$ cat config.mk
export PLATFORM = sky130hd
export DESIGN_NAME = mem_arbiter
export DESIGN_NICKNAME = d
export VERILOG_FILES = /design/src/rtl/mem_arbiter.sv
export SDC_FILE = /design/constraint.sdc
export NUM_CORES = 1
export LEC_CHECK = 0
export BUFFER_PORTS_ARGS = -buffer_cell sky130_fd_sc_hd__buf_4
export CORE_MARGIN = 3
export CORE_UTILIZATION = 22
export DETAILED_ROUTE_END_ITERATION = 10
export MAX_ROUTING_LAYER = met4
export PLACE_DENSITY = 0.73
export SETUP_SLACK_MARGIN = 0.5
export SLEW_MARGIN = 25
export SYNTH_ARGS = -nofsm -noshare
export SYNTH_HDL_FRONTEND = slang
export SYNTH_SLANG_ARGS = --single-unit
export TNS_END_PERCENT = 100
$ cat constraint.sdc
create_clock -name clk -period 1.1 [get_ports clk]
set_clock_uncertainty 0.1 [all_clocks]
set_input_delay 0.055 -clock clk [delete_from_list [all_inputs] [get_ports clk]]
set_output_delay 0.055 -clock clk [all_outputs]
set_load 0.005 [all_outputs]
$ cat src/rtl/mem_arbiter.sv
// Two-requester (fetch/data) arbiter for a single-port synchronous memory: round-robin with a data-port lock.
// Grants are combinational in the request cycle; read data returns one cycle later, tagged to its owner.
module mem_arbiter #(
  parameter int ADDR_WIDTH = 8,
  parameter int DATA_WIDTH = 8
) (
  input  logic                  clk,
  input  logic                  reset_n_i,
  input  logic                  if_req_i,
  input  logic [ADDR_WIDTH-1:0] if_addr_i,
  output logic                  if_gnt_o,
  output logic                  if_rvalid_o,
  input  logic                  d_req_i,
  input  logic                  d_we_i,
  input  logic                  d_lock_i,
  input  logic [ADDR_WIDTH-1:0] d_addr_i,
  input  logic [DATA_WIDTH-1:0] d_wdata_i,
  output logic                  d_gnt_o,
  output logic                  d_rvalid_o,
  output logic [DATA_WIDTH-1:0] rdata_o,
  output logic [ADDR_WIDTH-1:0] mem_addr_o,
  output logic                  mem_we_o,
  output logic [DATA_WIDTH-1:0] mem_wdata_o,
  input  logic [DATA_WIDTH-1:0] mem_rdata_i
);

  localparam logic [0:0] IDLE   = 1'b0;
  localparam logic [0:0] LOCKED = 1'b1;

  logic [0:0] state;
  logic       last_d;
  logic       if_pend;
  logic       d_pend;

  // Grants are gated by reset so outputs drop asynchronously with reset_n_i.
  always_comb begin
    if_gnt_o = 1'b0;
    d_gnt_o  = 1'b0;
    if (reset_n_i) begin
      if (state == LOCKED) begin
        if (d_req_i)       d_gnt_o  = 1'b1;
        else if (if_req_i) if_gnt_o = 1'b1;
      end else if (if_req_i && d_req_i) begin
        if (last_d) if_gnt_o = 1'b1;
        else        d_gnt_o  = 1'b1;
      end else begin
        if_gnt_o = if_req_i;
        d_gnt_o  = d_req_i;
      end
    end
  end

  always_comb begin
    mem_addr_o  = '0;
    mem_wdata_o = '0;
    mem_we_o    = 1'b0;
    if (d_gnt_o) begin
      mem_addr_o  = d_addr_i;
      mem_wdata_o = d_wdata_i;
      mem_we_o    = d_we_i;
    end else if (if_gnt_o) begin
      mem_addr_o  = if_addr_i;
    end
  end

  // A data grant decides the lock for the next cycle; an idle data port always releases it.
  always_ff @(posedge clk or negedge reset_n_i) begin
    if (!reset_n_i) begin
      state   <= IDLE;
      last_d  <= 1'b1;
      if_pend <= 1'b0;
      d_pend  <= 1'b0;
    end else begin
      if (d_gnt_o)       state <= d_lock_i ? LOCKED : IDLE;
      else if (!d_req_i) state <= IDLE;
      if (if_gnt_o)      last_d <= 1'b0;
      else if (d_gnt_o)  last_d <= 1'b1;
      if_pend <= if_gnt_o;
      d_pend  <= d_gnt_o & ~d_we_i;
    end
  end

  assign if_rvalid_o = if_pend;
  assign d_rvalid_o  = d_pend;
  assign rdata_o     = (if_pend | d_pend) ? mem_rdata_i : '0;

endmodule
; ---- Word-level counts from Yosys, hierarchy flattened
; Cells that the tools add are included.
[classes]
n_reduce_logical = 2
bitwise_logic = 3
muxes = 21
eq_ne = 1
[op_table]
columns = operator, count
row1 = 8-bit two-way mux, 4
row2 = 1-bit two-way mux, 17
row3 = 2-bit by 1-bit != test with 1-bit output (second input constant), 1
row4 = 2-bit nonzero test, 1
row5 = 1-bit bitwise AND, 1
row6 = 1-bit logical AND, 1
row7 = 1-bit inverter, 1
row8 = 1-bit bitwise OR, 1
[totals]
reg_bits = 4
word_cells = 31

; ---- Logic depth before layout (Yosys ltp)
; Gate-level depths: netlist of the first run.
[depth]
depth_word = 6
ltp_mapped = 4
depth_no_buf = 3

; ---- Worst setup path after synthesis of the first run
; No wires, ideal clock.
[synth_path]
kind = register -> output
startpoint = reg last_d
endpoint = out mem_addr_o[0]
slack_ps = -160
required_ps = 945
arrival_time_ps = 1105
path_stages_with_launch = 4
cell_sequence = dfstp_2 -> nand2b_1 -> a21oi_2 -> a22o_1
[synth_via]
elab_chain_len = 6
word_cells_on_any_way = 10
[synth_rtl]
columns = element, line_no
row1 = "start, declared", 31  ; logic last_d;
row2 = "start signal, assigned", 70  ; last_d <= 1'b1;
row3 = "start signal, assigned", 76  ; if (if_gnt_o) last_d <= 1'b0;
row4 = "start signal, assigned", 77  ; else if (d_gnt_o) last_d <= 1'b1;
row5 = 1-bit two-way mux, 44  ; if (last_d) if_gnt_o = 1'b1;
row6 = 1-bit two-way mux, 43  ; end else if (if_req_i && d_req_i) begin
row7 = 1-bit two-way mux, 40  ; if (state == LOCKED) begin
row8 = 1-bit two-way mux, 39  ; if (reset_n_i) begin
row9 = net if_gnt_o, 11  ; output logic if_gnt_o,
row10 = 8-bit two-way mux, 61  ; end else if (if_gnt_o) begin
row11 = 8-bit two-way mux, 57  ; if (d_gnt_o) begin
row12 = "end, declared", 21  ; output logic [ADDR_WIDTH-1:0] mem_addr_o,
; The timed path passes the listed nets, and every way through them passes these cells.

; ---- Worst setup path after layout of the first run
[layout_path]
startpoint = reg last_d
endpoint = out mem_addr_o[4]
[layout_via]
elab_chain_len = 6
word_cells_on_any_way = 10
[layout_rtl]
columns = element, line_no
row1 = 1-bit two-way mux, 44
row2 = 1-bit two-way mux, 43
row3 = 1-bit two-way mux, 40
row4 = 1-bit two-way mux, 39
row5 = 8-bit two-way mux, 61
row6 = 8-bit two-way mux *, 57
; Mark *: on every way between the ends. The rest lies on a longest branch, timed or not.

==> results of run 1 <==
==> metrics by stage <==
stage          area (um^2)  setup TNS, ns  worst slack [ns]
2_1_floorplan          378         -0.651           -0.0725
3_3_place_gp           902          -3.04            -0.191
3_5_place_dp           902          -3.36            -0.210
4_1_cts                966          -8.78            -0.453
5_1_grt               1030         -10.84            -0.499
6_report              1030          -9.27            -0.458
==> worst max-delay path, cell delays in order, from the launching register on <==
cell	delay, ns
dfstp_2	0.58
a31oi_4	0.11
buf_6	0.14
a22o_1	0.22
buf_4	0.13
==> per-layer routing <==
layer  share of wire (%)  wire length, um
met1                  33              581
met2                  55              988
met3                  11              188
met4                 1.6               29
met5                   0                0
==> cell usage after synthesis, drive strengths merged <==
cell / number
nand2b: 1
a32o: 1
a21oi: 2
a22o: 8
dfrtp: 3
buf: 2
dfstp: 1
and2: 9
nor2b: 9
a31oi: 1
inv: 2
nor2: 2
nand2: 2
==> power by group <==
part / internal [mW] / switching (mW)
registers: 0.164 / 0.0168
clock network: 0.136 / 0.0639
logic: 0.243 / 0.126
==> worst max-delay path by stage <==
stage | endpoint | slack [ns] | cells past startpoint
after global placement | mem_addr_o[2] | -0.19 | 4
after floorplan | state | -0.07 | 3
after global routing | mem_addr_o[4] | -0.50 | 4
final | mem_addr_o[4] | -0.46 | 4
after detailed placement | mem_addr_o[7] | -0.21 | 4
after CTS | mem_addr_o[7] | -0.45 | 4
==> registers in the layout, summed over array words and instances (netlist names) <==
name and count:
if_rvalid_o 1, last_d 1, state 1, d_rvalid_o 1
==> repair_timing <==
item,4_1_cts,5_1_grt
gates cloned,1,0
setup buffers,0,2
endpoints found under the setup margin,33,33
resized for setup,5,10
pin swaps,2,9
endpoints found under the hold margin,6,2
==> cell families (layout without fill, tap and decap cells) <==
| family | after synthesis | after routing | synth area share (%) |
|---|---|---|---|
| flip-flops | 4 | 4 | 28.5 |
| AO/OA/AOI/OAI | 12 | 13 | 28.2 |
| AND/OR/NAND/NOR | 23 | 23 | 37.7 |
| buffers and inverters | 4 | 78 | 5.63 |
==> area by class of cell <==
class	instances	area, um^2	area share, %
Timing Repair Buffer	72	584	56.5
Clock buffer	4	26.3	2.54
Inverter	2	7.51	0.726
Sequential cell	4	101	9.81
Multi-Input combinational cell	36	295	28.6
Tap cell	15	18.8	1.82
==> results.cfg, run 1 <==
[final_layout]
mostFrequentLayoutCell = buf_4
fillers = 117
fin_nets = 157
antenna_cells = 0
final_cell_mix = buf_4, buf_6, nor2b_1
area_delta_synth_final_pct = 191
drive_gt1_share_pct = 70.3
final_util_pct = 73.9
fin_cells = 133

[cts]
numCtsBuffers = 3
root_buffer = clkbuf_4
cts_tree = yes
cts_sinks = 4
clk_pin_slew_worst_paths_ns = 0.04
clockBufferDepth = 2
holdBufCountCts = 1
htree_num_levels = 1
clk-insertion-delay-late_ns = 0.23

[setup_path]
regToRegSetupSlack_ns = -0.19
cp-end-kind = output pin
arrival_ns = 1.40
reg2reg_to = last_d
reg2reg_depth = 5
reg2reg_from = last_d
setup.worst_path.class = flip-flop to output pin
start_kind = flip-flop
startpoint = last_d
cp_max_fo = 8
required_ns = 0.94

[power]
total_leakage_power_nw = 0.548
ir_drop_v = 0.000863
cellPowerDensity_nw_per_um2 = 727
power_uw = 751

[timing]
tightest_slew_ns = 0.198
maxClockFrequency_mhz = 642
finalSetupViolCount = 31
rsz0062_at_grt = true
finalCritPeriodShare_pct = 142
slew_viol_final = 0
max_slew_margin_pct = 86.8
timing.hold.ws_ns = -0.132
hold_viol = 2
min_period_ns = 1.56
layout_setup_ws_ns = -0.458

[logic_synthesis]
yosysWarnings = 0
synth_area_leaders = dfrtp_1, a22o_1, and2_1
synth_nets = 81
synth.avg_cell_area_um2 = 8.26
synth_cell_types = 15
yosys.area.top_type = dfrtp_1
ys_ff_latch = 4
synth.top_cell.area_share_pct = 21.1
synthCells = 43
ys_seq_area_share_pct = 28.5
syn-cell-area_um2 = 355

[global_routing]
grt_util_met1_pct = 17.2
grt_pass1_vias = 572
antenna_found_initial = 0
grt_overflow = 0
grt_use_met2_pct = 29.7
grt_pass1_wl_mm = 2.51
use_met3_pct = 6.64
grt_usage_pct = 16.8
grt_max_degree = 13
busiest_layer = met2

[floorplan]
initial_core_util_pct = 25.4
fp.dieW_um = 46.2
die_area_um2 = 2130
num_rows = 13
fp.dieH_um = 46.2
core_um2 = 1400
io-pin-count = 67

[routing]
wl_per_cell_um = 13.4
antenna_left = 0
firstDrtPassIters = 3
routed_wl_mm = 1.79
drcViolationCount = 0
via_count = 609
drt-initial-drc-count = 4
via_per_inst = 4.58

[worst_hold_path]
holdPathStages = 2
hp-start = d_we_i
hold_path_class = primary input to flip-flop
hold-path-endpoint = d_rvalid_o

[placement]
dp.cells = 125
io_buffer_count = 66
gp_congestion = 0.688
dp_hpwl_mm = 1.43

[outcome]
violations = hold timing, setup timing
status = finished with violations

[run]
max_cap_viol_count = 0
Note: power is estimated with default switching activity, not from simulation.
==> run 2: changes to the inputs <==
- ABC_AREA: unset -> 1
- CORE_UTILIZATION: 22 -> 27
- PLACE_DENSITY: 0.73 -> 0.74
==> results.cfg, run 2 <==
[outcome]
status = finished with violations
violations = hold timing, setup timing

[final_layout]
seqCellArea_um2 = 101
mostFrequentLayoutCell = buf_4
final_cell_mix = buf_4, nand3_1, inv_1, nor2_2, nand2_1
fin_nets = 194
multiInputGateArea_um2 = 360
antenna_cells = 0
fillers = 154
fin_cells = 179
final_util_pct = 69.6
drive_gt1_share_pct = 66.5
area_delta_synth_final_pct = 125

[setup_path]
required_ns = 0.94
startpoint = last_d
setup.worst_path.class = flip-flop to output pin
reg2reg_depth = 3
cp_max_fo = 11
start_kind = flip-flop
reg2reg_from = last_d
reg2reg_to = d_rvalid_o
endpoint = mem_wdata_o[0]
cp-end-kind = output pin
arrival_ns = 1.30
regToRegSetupSlack_ns = -0.06

[logic_synthesis]
synth-edff-count = 0
synth_nets = 120
synthArstFlopShare_pct = 100
yosys.area_share.simple_pct = 55.1
synth_ff_type = dfrtp_1
synth.top_cell.area_share_pct = 17.9
synth_cell_types = 18
synth.avg_cell_area_um2 = 6.15
synth_top_family_by_area = simple AND/OR/NAND/NOR gates
synth_xor_xnor_area_share_pct = 0
synthCells = 82
synth_adder_area_share_pct = 0
synth_compound_area_share_pct = 2.73
yosys-top-cells-count = inv_1, nand3_1, nand2_1
syn-cell-area_um2 = 504
ys_seq_area_share_pct = 20.1
yosys.area.top_type = nand3_1
synth_area_leaders = nand3_1, dfrtp_1, inv_1
ys_ff_latch = 4
yosysWarnings = 0
synth_mux_area_share_pct = 0

[global_routing]
antenna_found_initial = 0
grt_pass1_wl_mm = 3.31
grt_max_degree = 12
grt_pass1_vias = 768
grt_usage_pct = 17.5
grt_overflow = 0

[floorplan]
fp.dieH_um = 49.2
initial_core_util_pct = 31.0
core_um2 = 1630
fp.dieW_um = 49.2
io-pin-count = 67
num_rows = 14
die_area_um2 = 2420

[cts]
cts_sinks = 4
holdBufCountCts = 1
root_buffer = clkbuf_4
htree_num_levels = 1
clk-insertion-delay-late_ns = 0.23
clockBufferDepth = 2
cts_tree = yes
numCtsBuffers = 3
clk_pin_slew_worst_paths_ns = 0.04

[timing]
min_period_ns = 1.46
max_slew_margin_pct = 81.4
layout_setup_ws_ns = -0.357
hold_viol = 3
finalSetupViolCount = 30
tightest_slew_ns = 0.277
maxClockFrequency_mhz = 686
rsz0062_at_grt = true
slew_viol_final = 0
timing.hold.ws_ns = -0.133
finalCritPeriodShare_pct = 132

[run]
max_cap_viol_count = 0

[power]
power_uw = 821
p_int_uw = 540
p_sw_share_pct = 34.2
p_comb_share_pct = 52.5
total_leakage_power_nw = 0.669
power.share.clock_pct = 25.0
pwr-share-seq_pct = 22.5
power_switching_uw = 281
ir_drop_v = 0.000542
cellPowerDensity_nw_per_um2 = 724

[worst_hold_path]
hp-start = d_we_i
hold_path_class = primary input to flip-flop

[routing]
via_per_inst = 4.42
via_count = 792
firstDrtPassIters = 4
routed_wl_mm = 2.03
drcViolationCount = 0
antenna_left = 0
drt-initial-drc-count = 15
wl_per_cell_um = 11.3

[placement]
dp_hpwl_mm = 1.65
io_buffer_count = 66
gp_congestion = 0.822
dp.cells = 172
-- run 2: layout make-up --
type                            count  area share [%]
Clock buffer                        4            2.32
Sequential cell                     4            8.94
Inverter                           21            7.06
Multi-Input combinational cell     57            31.8
Tap cell                           24            2.65
Timing Repair Buffer               69            47.2
-- run 2: per-stage QoR --
stage	setup slack (ns)	setup TNS, ns	area, um^2
floorplan	0.0149	0	536
global placement	-0.110	-1.96	1040
detailed placement	-0.129	-2.32	1040
CTS	-0.349	-7.94	1110
global route	-0.401	-9.26	1130
finish	-0.357	-7.74	1130
-- run 2: worst min-delay path by stage --
stage                        to  slack, ns  cells past startpoint
detailed placement  if_rvalid_o      -0.24                      1
CTS                  d_rvalid_o      -0.14                      2
floorplan            d_rvalid_o      -0.34                      0
global route         d_rvalid_o      -0.13                      2
global placement          state      -0.24                      1
finish               d_rvalid_o      -0.13                      2
-- run 2: power groups by stage --
stage / clock, mW / sequential (mW) / combinational [mW]
after floorplan: 0 / 0.180 / 0.171
after global placement: 0 / 0.178 / 0.389
after detailed placement: 0 / 0.179 / 0.396
after CTS: 0.211 / 0.178 / 0.415
after global routing: 0.219 / 0.187 / 0.470
final: 0.205 / 0.185 / 0.431
-- run 2: timing repair --
action | CTS | global route
gates cloned | 0 | 2
setup buffers | 0 | 0
pin swaps | 1 | 3
gates resized for setup | 6 | 3
setup endpoints to repair | 33 | 33
endpoints found under the hold margin | 7 | 3
-- run 2: critical path, cell delays in order (launching register included) --
cell	delay, ns
dfstp_2	0.60
nand3_4	0.15
nand2_8	0.15
nor2_2	0.05
buf_4	0.13
-- run 2: cell families (layout without fill, tap and decap cells) --
logic type | after synthesis | in the layout
compound gates | 2 | 2
buf+inv | 23 | 94
flops | 4 | 4
simple gates | 53 | 55
-- run 2: per-layer routing --
layer  vias up  global-route usage, %  part of all wire (%)
met5         -                      -                     0
met4         0                   8.06                  0.54
met3         2                   2.45                   6.4
met2        30                   31.3                    55
met1       363                   19.0                    37
li1        397                      -                     -
